===== config.mk =====
export PLATFORM = sky130hd
export DESIGN_NAME = reg_file
export DESIGN_NICKNAME = d
export VERILOG_FILES = /design/src/rtl/reg_file.sv
export SDC_FILE = /design/constraint.sdc
export NUM_CORES = 2
export LEC_CHECK = 0
export CELL_PAD_IN_SITES_DETAIL_PLACEMENT = 1
export CELL_PAD_IN_SITES_GLOBAL_PLACEMENT = 2
export CORE_ASPECT_RATIO = 1.4
export CORE_UTILIZATION = 40
export DETAILED_ROUTE_END_ITERATION = 8
export PLACE_DENSITY_LB_ADDON = 0.1
export SLEW_MARGIN = 20
export SYNTH_ARGS = -nofsm -noshare
export SYNTH_HDL_FRONTEND = slang
export SYNTH_SLANG_ARGS = --single-unit

===== constraint.sdc =====
create_clock -name CLK -period 2.55 [get_ports CLK]
set_input_delay 0.51 -clock CLK [delete_from_list [all_inputs] [get_ports CLK]]
set_output_delay 0.51 -clock CLK [all_outputs]
set_load 0.02 [all_outputs]

===== src/rtl/reg_file.sv =====
// 32 x 64-bit RISC-V integer register file: two combinational read ports, one write port, x0 hardwired to zero.
// Optional write-through forwarding from Din to the read ports is enabled by defining REGFILE_BYPASS_EN.
module reg_file (
    input  logic        CLK,
    input  logic        RST_N,
    input  logic [4:0]  Ra,
    input  logic [4:0]  Rb,
    input  logic [4:0]  Rw,
    input  logic        WE,
    input  logic [63:0] Din,
    output logic [63:0] Da,
    output logic [63:0] Db
);

    logic [63:0] regs_r [1:31];
    logic [31:0] wr_sel_s;
    logic [63:0] view_s [0:31];
    logic        fwd_a_s;
    logic        fwd_b_s;

    // One-hot write decode gated by WE; bit 0 is never set so x0 writes vanish.
    always_comb begin
        wr_sel_s = 32'd0;
        if (WE && (Rw != 5'd0)) begin
            wr_sel_s[Rw] = 1'b1;
        end else begin
            wr_sel_s = 32'd0;
        end
    end

    // Register storage x1..x31; reset clears asynchronously and wins over any write edge.
    always_ff @(posedge CLK or negedge RST_N) begin
        if (!RST_N) begin
            for (int i = 1; i < 32; i++) begin
                regs_r[i] <= 64'd0;
            end
        end else begin
            for (int i = 1; i < 32; i++) begin
                if (wr_sel_s[i]) begin
                    regs_r[i] <= Din;
                end else begin
                    regs_r[i] <= regs_r[i];
                end
            end
        end
    end

    // Full 32-entry read view with a constant zero in slot 0.
    always_comb begin
        view_s[0] = 64'd0;
        for (int i = 1; i < 32; i++) begin
            view_s[i] = regs_r[i];
        end
    end

    // Forwarding qualifiers: only a live, non-x0 write that matches the read address.
    always_comb begin
        fwd_a_s = 1'b0;
        fwd_b_s = 1'b0;
`ifdef REGFILE_BYPASS_EN
        if (RST_N && WE && (Rw != 5'd0)) begin
            fwd_a_s = (Rw == Ra);
            fwd_b_s = (Rw == Rb);
        end else begin
            fwd_a_s = 1'b0;
            fwd_b_s = 1'b0;
        end
`endif
    end

    // Read port A.
    always_comb begin
        Da = 64'd0;
        if (fwd_a_s) begin
            Da = Din;
        end else begin
            Da = view_s[Ra];
        end
    end

    // Read port B.
    always_comb begin
        Db = 64'd0;
        if (fwd_b_s) begin
            Db = Din;
        end else begin
            Db = view_s[Rb];
        end
    end

endmodule


---- After elaboration in Yosys (flattened, before gate mapping) ----
Cells that the tools add are included.
storage, ports and cells
  register bits ........................... 1984
  input port bits ......................... 82
  output and inout bits ................... 128
  logic and storage cells ................. 49
operators by class
  $lt $le $gt $ge ......................... 4
  multiplexer cells ....................... 9
  bitwise logic cells ..................... 2
  reduce and logical (&&, ||, !) cells .... 3
operators with widths
  operator            number
  $bmux 64 s5         2
  $mux 64             4
  $mux 32             1
  $ge 6x6->1 const B  2
  $not 5->6           2
  $lt 5x6->1 const B  1
  $demux 1 s5         1
  $ge 5x1->1 const B  1
  $reduce_bool 5->1   1
  $logic_and 1x1->1   2
  $mux 1              1

---- Logic depth before layout (Yosys ltp) ----
  word-level depth ........................ 5
  depth in mapped cells ................... 9
  depth with buffers taken out ............ 4

---- Worst setup path before layout ----
No wires, ideal clock.
  path type ............................... input port to output port
  start ................................... in Ra[0]
  end ..................................... out Da[10]
  arrival ................................. 2171 ps
  data required time ...................... 2040 ps
  setup slack ............................. -131 ps
  cell stages on the path ................. 8
  buffers on the path ..................... 5
  cells stage by stage .................... buf_4 -> buf_6 -> buf_6 -> buf_4 -> clkbuf_1 -> a22o_1 -> a211oi_1 -> o31ai_1
between the ends
  word-level cells in the longest chain between the ends .. 4
RTL lines
  what                                        line  text
  start: declaration                          6     input logic [4:0] Ra,
  $not 5->6 (not written as such)             77    Da = view_s[Ra];
  $bmux 64 s5                                 77
  $mux 64 (not written as such) (2 in a row)  77
  end: declaration                            11    output logic [63:0] Da,
Every way passes these cells. The select of a mux whose other input is x is not followed.

---- Worst setup path in the final report ----
  start ................................... in Ra[1]
  end ..................................... out Da[62]
Same word-level chain as after synthesis.

==> reports/metrics.yaml <==
status: "finished, violations left"
violations: "DRC, setup timing"
seq_area_frac_synth: 0.466
critical_path_peak_fanout: 19
io_buffers: 209
first_pass_iters: 9
grt_pass1_vias: 80600
cp_cell_sequence: "buf_16 -> buf_6 -> bufbuf_16 -> mux4_2 -> nand2_1 -> and3_1 -> o31ai_4 -> buf_12"
instances_no_fill: 11800
netlist-cell-type-count: 37
synth_edf_count: 0
maxSlewHeadroom: 0.381
tritoncts: "built"
cts.clk_slew.worst_paths_ns: 0.06
layout.nets: 8199
critical_path_class: "in -> out"
start_util: 0.403
antenna_found_initial: 9
timing.final.crit_period_ns: 3.26
place_ws_ns: -1.12
vias: 73400
placed_cell_area_um2: 124000
synthArstFlopShare: 1.00
tightest_slew_ns: 0.928
synth_nets: 7282
top_regs: "regs_r: 1984 flops"
syn_area_um2: 106000
syn2layout_area_growth_pct: 26.1
core_area_um2: 264000
cts_made_buffers: 218
rsz0062_at_grt: "yes"
drive_gt1_frac: 0.594
grt-ovfl-total: 0
grt_pass1_wl_um: 611000
timing.rr.end: "regs_r[61]$_DFFE_PN0P_"
ys_warn_count: 0
fin_worst_skew_ns: 0
fin_crit_sh: 1.28
grt_max_degree: 148
drc: 26
cp_top_family: "buffers and inverters"
postLayoutCellArea_um2: 134000
p_leak_nw: 59.0
slowest_stage: "o31ai_4"
gp_congestion: 0.863
slew_viol_final: 0
ios: 210
end_kind: "primary output"
routed_via_density: 6.24
mostFrequentLayoutCell: "mux2_2"
maxCapViolations: 0
clock_latency_ns: 0.90
mostFrequentLayoutCells: "mux2_2 (2,068), dfrtp_1 (1,983), buf_4 (803), mux4_2 (768), buf_12 (410)"
r2r_setup_slack_ns: 1.44
path_buf_inv: 4
worst_slack_ns: -0.708
grt.total_usage: 0.316
worstReg2RegStart: "regs_r[61]$_DFFE_PN0P_"
die_area_um2: 268000
largest-register: "regs_r"
wire_per_inst_um: 35.9
slowest_delay_ns: 0.71
crit_path_start_kind: "input pin"
hold_path_class: "in -> async"
max-vdd-ir-drop_mv: 0.551
ant_nets: 0
clock-sinks: 1984
largest_register_ffs: 1984
rows: 223
cts_buffer_depth: 4
finalSetupViolCount: 128
die_h_um: 612
critPathArrivalTime_ns: 2.75
post-route-util: 0.508
fmax_mhz: 307
hpwl_um: 290000
holdWs_ns: 0.138
power_density_nw_per_um2: 745
finalHoldViolations: 0
yosys_register_bits: 1984
dp_cells: 11300
reg2regPathDepth: 4
cts-htree-levels: 4
drt_iter0_markers: 4874
required_ns: 2.04
drt_wl_total_um: 422000
avgSynthCellArea_um2: 14.8
die_w_um: 438
synth_flop_cell: "dfrtp_1"
syn_inst: 7200
cts_root_buf: "clkbuf_16"
power breakdown:
part	total [mW]	switching (mW)	internal, mW
Combinational	25.1	10.4	14.7
Clock	32.2	13.7	18.5
Sequential	42.6	4.91	37.7
Total	99.9	29.1	70.8
layer usage:
metal  GRT usage  vias to the layer above  part of all wire
met1       0.414                    40700              0.41
met2       0.528                     2131              0.49
met4       0.126                        8             0.047
li1            -                    29800                 -
met3      0.0418                      818             0.046
met5           0                        -           0.00014
repair_timing:
action	in CTS	in global routing
setup endpoints to repair	128	128
pin swaps	291	151
gates cloned	13	3
buffers inserted	83	38
endpoints found under the hold margin	419	0
gates resized for setup	649	116
hold buffers	1	0
synth_stat cells (6+ instances only):
master       n  area share
nor2_2       9     0.00053
and3_1      65      0.0038
mux2i_1    320       0.030
buf_1       23     0.00081
buf_2      221       0.010
mux2_2    2068        0.22
nand2_1    146      0.0051
o22ai_1    128      0.0075
dfrtp_1   1984        0.47
a211oi_1   128      0.0090
nor2b_1      6     0.00035
buf_4      101      0.0071
o31ai_1    128      0.0090
mux2_1      44      0.0047
and2_1      66      0.0039
mux4_2     768        0.16
buf_6       49      0.0052
clkbuf_1   404       0.014
o21ai_1    128      0.0060
a22o_1     384       0.032
through the flow:
stage / setup TNS (ns) / total power [mW]
6_report: -67.59 / 99.9
5_1_grt: -75.77 / 104
4_1_cts: -75.36 / 100
3_5_place_dp: -350.33 / 66.7
3_3_place_gp: -316.11 / 65.6
2_1_floorplan: -5.96 / 56.5
cell type report:
type	instances	area [µm²]
Antenna cell	5	12.5
Clock buffer	318	6410
Clock inverter	60	637
Fill cell	25100	130000
Inverter	2	20.0
Multi-Input combinational cell	4414	55000
Sequential cell	1984	49600
Tap cell	3487	4360
Timing Repair Buffer	1497	18100
cell families (layout without fill, tap and decap cells):
| kind of cell | count (synthesis) | after routing | synth area share |
|---|---|---|---|
| AOI/OAI and AO/OA | 896 | 896 | 0.0632 |
| other | 0 | 5 | 0 |
| buffers and inverters | 802 | 1877 | 0.0379 |
| muxes | 3200 | 3200 | 0.416 |
| and+or+nand+nor | 318 | 318 | 0.0163 |
| DFF | 1984 | 1984 | 0.466 |
how the worst max path moves through the flow:
stage	from	end	depth (start not counted)
global route	regs_r[61]$_DFFE_PN0P_	Db[61]	7
finish	Ra[1]	Da[62]	8
floorplan	Rb[0]	Db[8]	7
CTS	regs_r[279]$_DFFE_PN0P_	Db[23]	6
detailed placement	Rb[0]	Db[42]	12
global placement	Rb[0]	Db[42]	12
No activity file was read; power rests on OpenSTA's default activity.
